--- config.mk ---
export PLATFORM = sky130hd
export DESIGN_NAME = uart_frame_decoder
export DESIGN_NICKNAME = d
export VERILOG_FILES = /design/src/rtl/uart_frame_decoder_pkg.sv /design/src/rtl/uart_frame_decoder_timeout.sv /design/src/rtl/uart_frame_decoder.sv
export SDC_FILE = /design/constraint.sdc
export NUM_CORES = 1
export LEC_CHECK = 0
export ABC_AREA = 1
export CELL_PAD_IN_SITES_DETAIL_PLACEMENT = 2
export CELL_PAD_IN_SITES_GLOBAL_PLACEMENT = 2
export CORE_MARGIN = 5
export CORE_UTILIZATION = 28
export DETAILED_ROUTE_END_ITERATION = 16
export GPL_TIMING_DRIVEN = 1
export HOLD_SLACK_MARGIN = 0.05
export PLACE_DENSITY_LB_ADDON = 0.1
export REMOVE_ABC_BUFFERS = 1
export SYNTH_ARGS = -nofsm -noshare
export SYNTH_HDL_FRONTEND = slang
export SYNTH_SLANG_ARGS = --single-unit
--- constraint.sdc ---
create_clock -name CLK -period 1.9 [get_ports CLK]
set_clock_uncertainty 0.15 [all_clocks]
set_input_delay 0.38 -clock CLK [delete_from_list [all_inputs] [get_ports CLK]]
set_output_delay 0.38 -clock CLK [all_outputs]
set_load 0.02 [all_outputs]
--- src/rtl/uart_frame_decoder_pkg.sv ---
// Shared definitions for the UART frame decoder: FSM states, error codes and defaults.
package uart_frame_decoder_pkg;

  typedef enum logic [1:0] {
    ST_HUNT,
    ST_LEN,
    ST_DATA,
    ST_CSUM
  } state_e;

  localparam logic [1:0] ERR_NONE     = 2'd0;
  localparam logic [1:0] ERR_LEN_ZERO = 2'd1;
  localparam logic [1:0] ERR_CSUM     = 2'd2;
  localparam logic [1:0] ERR_TIMEOUT  = 2'd3;

  localparam logic [7:0]  SYNC_DEFAULT    = 8'hA5;
  localparam int unsigned TIMEOUT_DEFAULT = 1000000;

endpackage

--- src/rtl/uart_frame_decoder_timeout.sv ---
// Inter-byte timeout: loadable down-counter; expired_o after TIMEOUT_CYCLES enabled
// cycles since the last clear.
module uart_frame_timeout #(
  parameter int unsigned TIMEOUT_CYCLES = 1000000
) (
  input  logic clk,
  input  logic rst,
  input  logic clear_i,
  input  logic enable_i,
  output logic expired_o
);

  localparam int unsigned W    = $clog2(TIMEOUT_CYCLES + 1);
  localparam logic [W-1:0] LOAD = W'(TIMEOUT_CYCLES - 1);

  logic [W-1:0] cnt_q, cnt_d;

  always_comb begin
    cnt_d = cnt_q;
    if (clear_i) begin
      cnt_d = LOAD;
    end else if (enable_i && (cnt_q != '0)) begin
      cnt_d = cnt_q - 1'b1;
    end
  end

  always_ff @(posedge clk) begin
    if (rst) begin
      cnt_q <= LOAD;
    end else begin
      cnt_q <= cnt_d;
    end
  end

  assign expired_o = (cnt_q == '0);

endmodule

--- src/rtl/uart_frame_decoder.sv ---
// Parses SYNC/LEN/payload/CSUM frames popped from the UART receive FIFO and streams
// the payload as little-endian 32-bit words with per-frame ok/error status.
module uart_frame_decoder
  import uart_frame_decoder_pkg::*;
#(
  parameter logic [7:0]  SYNC_BYTE      = SYNC_DEFAULT,
  parameter int unsigned TIMEOUT_CYCLES = TIMEOUT_DEFAULT
) (
  input  logic        CLK,
  input  logic        RST,
  input  logic        receivable,
  input  logic [7:0]  recv_data,
  output logic        recv_flag,
  output logic        word_valid,
  input  logic        word_ready,
  output logic [31:0] word_data,
  output logic        word_last,
  output logic        frame_ok,
  output logic        frame_err,
  output logic [1:0]  err_code
);

  state_e      state_q, state_d;
  logic        pop_q;
  logic [7:0]  words_left_q, words_left_d;
  logic [1:0]  byte_idx_q, byte_idx_d;
  logic [7:0]  csum_q, csum_d;
  logic [31:0] word_data_q, word_data_d;
  logic        word_last_q, word_last_d;
  logic        word_valid_q, word_valid_d;
  logic        frame_ok_q, frame_ok_d;
  logic        frame_err_q, frame_err_d;
  logic [1:0]  err_code_q, err_code_d;

  logic tmo_expired, abort, pop;

  // A held word freezes the timeout, so backpressure can never abort a frame.
  assign abort = (state_q != ST_HUNT) && !word_valid_q && tmo_expired;
  assign pop   = !RST && receivable && !pop_q && !word_valid_q && !abort;

  uart_frame_timeout #(
    .TIMEOUT_CYCLES(TIMEOUT_CYCLES)
  ) u_timeout (
    .clk      (CLK),
    .rst      (RST),
    .clear_i  (pop || (state_q == ST_HUNT)),
    .enable_i ((state_q != ST_HUNT) && !word_valid_q),
    .expired_o(tmo_expired)
  );

  always_comb begin
    state_d      = state_q;
    words_left_d = words_left_q;
    byte_idx_d   = byte_idx_q;
    csum_d       = csum_q;
    word_data_d  = word_data_q;
    word_last_d  = word_last_q;
    word_valid_d = word_valid_q;
    frame_ok_d   = 1'b0;
    frame_err_d  = 1'b0;
    err_code_d   = err_code_q;

    if (abort) begin
      frame_err_d = 1'b1;
      err_code_d  = ERR_TIMEOUT;
      byte_idx_d  = '0;
      state_d     = ST_HUNT;
    end else begin
      case (state_q)
        ST_HUNT: begin
          if (pop && (recv_data == SYNC_BYTE)) state_d = ST_LEN;
        end
        ST_LEN: begin
          if (pop) begin
            if (recv_data == 8'h00) begin
              frame_err_d = 1'b1;
              err_code_d  = ERR_LEN_ZERO;
              state_d     = ST_HUNT;
            end else begin
              words_left_d = recv_data;
              csum_d       = recv_data;
              byte_idx_d   = '0;
              state_d      = ST_DATA;
            end
          end
        end
        ST_DATA: begin
          if (word_valid_q) begin
            if (word_ready) begin
              word_valid_d = 1'b0;
              words_left_d = words_left_q - 8'd1;
              if (words_left_q == 8'd1) state_d = ST_CSUM;
            end
          end else if (pop) begin
            word_data_d[8*byte_idx_q +: 8] = recv_data;
            csum_d     = csum_q ^ recv_data;
            byte_idx_d = byte_idx_q + 2'd1;
            if (byte_idx_q == 2'd3) begin
              word_valid_d = 1'b1;
              word_last_d  = (words_left_q == 8'd1);
            end
          end
        end
        ST_CSUM: begin
          if (pop) begin
            if (recv_data == csum_q) begin
              frame_ok_d = 1'b1;
            end else begin
              frame_err_d = 1'b1;
              err_code_d  = ERR_CSUM;
            end
            state_d = ST_HUNT;
          end
        end
        default: state_d = ST_HUNT;
      endcase
    end
  end

  always_ff @(posedge CLK) begin
    if (RST) begin
      state_q      <= ST_HUNT;
      pop_q        <= 1'b0;
      words_left_q <= '0;
      byte_idx_q   <= '0;
      csum_q       <= '0;
      word_data_q  <= '0;
      word_last_q  <= 1'b0;
      word_valid_q <= 1'b0;
      frame_ok_q   <= 1'b0;
      frame_err_q  <= 1'b0;
      err_code_q   <= ERR_NONE;
    end else begin
      state_q      <= state_d;
      pop_q        <= pop;
      words_left_q <= words_left_d;
      byte_idx_q   <= byte_idx_d;
      csum_q       <= csum_d;
      word_data_q  <= word_data_d;
      word_last_q  <= word_last_d;
      word_valid_q <= word_valid_d;
      frame_ok_q   <= frame_ok_d;
      frame_err_q  <= frame_err_d;
      err_code_q   <= err_code_d;
    end
  end

  assign recv_flag  = pop;
  assign word_valid = word_valid_q;
  assign word_data  = word_data_q;
  assign word_last  = word_last_q;
  assign frame_ok   = frame_ok_q;
  assign frame_err  = frame_err_q;
  assign err_code   = err_code_q;

endmodule

==> flow_metrics.tcl <==
set metrics [dict create \
    status "finished with violations" \
    violations "negative setup slack" \
    grt_overflow 0 \
    holdCritStartpoint "word_data[26]" \
    cts_tree "built" \
    finalWorstSetupSlack_ns -0.2962 \
    port_buffers 50 \
    yosys_warnings 0 \
    start_util_pct 28.34 \
    drv_slew 0 \
    final_area_sq_um 7064 \
    synthCells 641 \
    p_switching_mw 0.9373 \
    swShare_pct 25.25 \
    crit_type "flop to flop" \
    multiInputGateArea_sq_um 3000 \
    ys_types 34 \
    cts-buffers-inserted 9 \
    antenna_found_initial 0 \
    period_minus_slack_ns 2.196 \
    rsz0062_at_grt "true" \
    clkSlewWorstSetupHoldPaths_ns 0.07 \
    syn_to_final_growth_pct 64.56 \
    dp.cells 967 \
    layout.nets 840 \
    start_kind "flop" \
    power_frac_seq_pct 44.7 \
    setup_violations 49 \
    ys_ff_latch 79 \
    place_area_sq_um 5782 \
    clockBufferDepth 2 \
    r2r_slack_ns -0.30 \
    grt_pass1_wl_mm 27.77 \
    coreArea_sq_um 15150 \
    intPower_mw 2.774 \
    cts_hold_buffers 0 \
    final-seq-area_sq_um 1590 \
    arrival_ns 2.31 \
    relSlewSlack_pct 50.61 \
    r2r-start "state_q[0]" \
    whs_endpoint "word_data[26]" \
    first_pass_iters 4 \
    io_pins 51 \
    min_path_cells 2 \
    fillers 1662 \
    yosys-top-cells-area "dfxtp_1 (37%), nand2_1 (14%), nor2_1 (8.8%)" \
    gp_congestion 0.8311 \
    post-dp-hpwl_mm 13.14 \
    route.vias.total 5115 \
    max_cap_viol_count 0 \
    wirelength_mm 21.89 \
    wl_per_cell_um 21.72 \
    netlist_area_sq_um 4293 \
    grt_max_degree 38 \
    initialDrtViolationCount 230 \
    drive_gt1_share_pct 35.49 \
    r2r_cells 13 \
    p_leak_nw 2.815 \
    holdCritPathClass "flop to flop" \
    cts.sinks 79 \
    mostFrequentLayoutCell "nand2_1" \
    die_w_um 133.8 \
    worstSetupEndpointType "flop" \
    syn_area_per_cell_sq_um 6.697 \
    cts-htree-levels 3 \
    diodes 0 \
    p_per_area_nw_per_um2 525.4 \
    die_h_um 133.8 \
    r2r_end "word_data[1]" \
    fp-row-count 45 \
    ys_seq_area_share_pct 36.84 \
    irDropWorstVdd_mv 0.3784 \
    path_max_fanout 6 \
    grt_pass1_vias 5358 \
    ant_nets 0 \
    hold_viol 0 \
    yosysTopAreaCell "dfxtp_1" \
    synth_top_area_share_pct 36.84 \
    combPwrFrac_pct 6.4 \
    final_cell_mix "nand2_1 (147), buf_4 (111), nor2_1 (79)" \
    required_ns 2.01 \
    cts_root_buffer "clkbuf_16" \
    clock_latency_ns 0.36 \
    max_freq_mhz 455.3 \
    tightest_slew_ns 0.7408 \
    finalCritPeriodShare_pct 115.6 \
    avgViaCountPerCell 5.074 \
    track_usage_pct 19.32 \
    p_clk_share_pct 49.0 \
    drc 0 \
    layout.cells.non_filler 1008 \
    floorplan.die_area_sq_um 17910 \
]
## synth_stat cells (all sizes together)
master  number
a21oi       58
a31oi        1
and3         1
buf          9
clkbuf      12
clkinv       3
dfxtp       79
ha          13
inv         56
nand2      165
nand3       49
nand3b       1
nand4       25
nor2       107
nor3         9
o211ai       5
o21ai       22
o21bai       1
o31ai        1
xnor2       13
xor2        11
## registers in the layout, summed over array words and instances, names as in the netlist, named ones only
name / count
err_code: 2
word_valid: 1
word_last: 1
words_left_q: 8
word_data: 32
csum_q: 8
frame_err: 1
u_timeout.cnt_q: 20
pop_q: 1
byte_idx_q: 2
frame_ok: 1
state_q: 1
## what timing repair did
item                       4_1_cts  5_1_grt
gates resized for setup         48      155
setup buffers                    4       17
setup endpoints to repair       79       77
pin swaps                        9       46
gates cloned                     0        5
## final cells by class
class                           count  share of cell area [%]
Clock inverter                      5                  0.8324
Timing Repair Buffer              184                   24.12
Multi-Input combinational cell    482                   42.47
Clock buffer                       11                   3.294
Sequential cell                    79                   22.51
Inverter                           59                   3.436
Tap cell                          188                   3.330
## worst max path at each step
stage,from,endpoint,cells past startpoint
2_1_floorplan,state_q[0],word_data[0],7
3_3_place_gp,RST,recv_flag,7
3_5_place_dp,RST,recv_flag,7
4_1_cts,state_q[0],recv_flag,8
5_1_grt,state_q[0],word_data[1],13
6_report,state_q[0],word_data[1],13
## kinds of logic (layout without fill, tap and decap cells)
group | Yosys count | count (layout) | synth area share, %
xor+xnor | 24 | 24 | 4.896
fa+ha+maj | 13 | 13 | 3.789
compound gates | 88 | 88 | 10.70
flops | 79 | 79 | 36.84
buf+inv | 80 | 259 | 7.549
simple gates | 357 | 357 | 36.23
## power groups by stage
stage	clock [mW]	combinational, mW	sequential, mW
3_3_place_gp	0	0.188	1.70
5_1_grt	1.90	0.250	1.66
3_5_place_dp	0	0.192	1.70
2_1_floorplan	0	0.0582	1.70
6_report	1.82	0.236	1.66
4_1_cts	1.82	0.194	1.66
## per-stage QoR
step	hold slack, ns	setup TNS [ns]	setup slack [ns]	total power, mW	util, %
2_1_floorplan	0.2974	-4.435	-0.1683	1.753	-
3_5_place_dp	0.3097	-31.50	-0.5484	1.888	38.17
4_1_cts	0.3179	-0.4796	-0.1642	3.677	40.95
5_1_grt	0.3320	-11.15	-0.3588	3.807	46.64
3_3_place_gp	0.3027	-28.67	-0.5194	1.883	38.17
6_report	0.3194	-5.575	-0.2962	3.712	46.64
## critical path: stages (launching register included)
cell and delay, ns:
dfxtp_2 0.34, inv_2 0.08, ha_4 0.14, nor2_1 0.05, buf_4 0.15, nand4_4 0.08
nand2_4 0.08, buf_4 0.15, buf_12 0.14, nor2_4 0.12, buf_12 0.15, clkbuf_16 0.17
nand3_2 0.08, a21oi_1 0.23
## per-layer routing
| metal | global-route usage, % | vias to the layer above | wire [um] |
|---|---|---|---|
| met2 | 33.49 | 86 | 11330 |
| met1 | 24.53 | 2572 | 9577 |
| met3 | 3.638 | 31 | 538 |
| li1 | - | 2426 | - |
| met4 | 5.371 | 0 | 450 |
| met5 | 0 | - | 0 |
No activity file was read; power rests on OpenSTA's default activity.
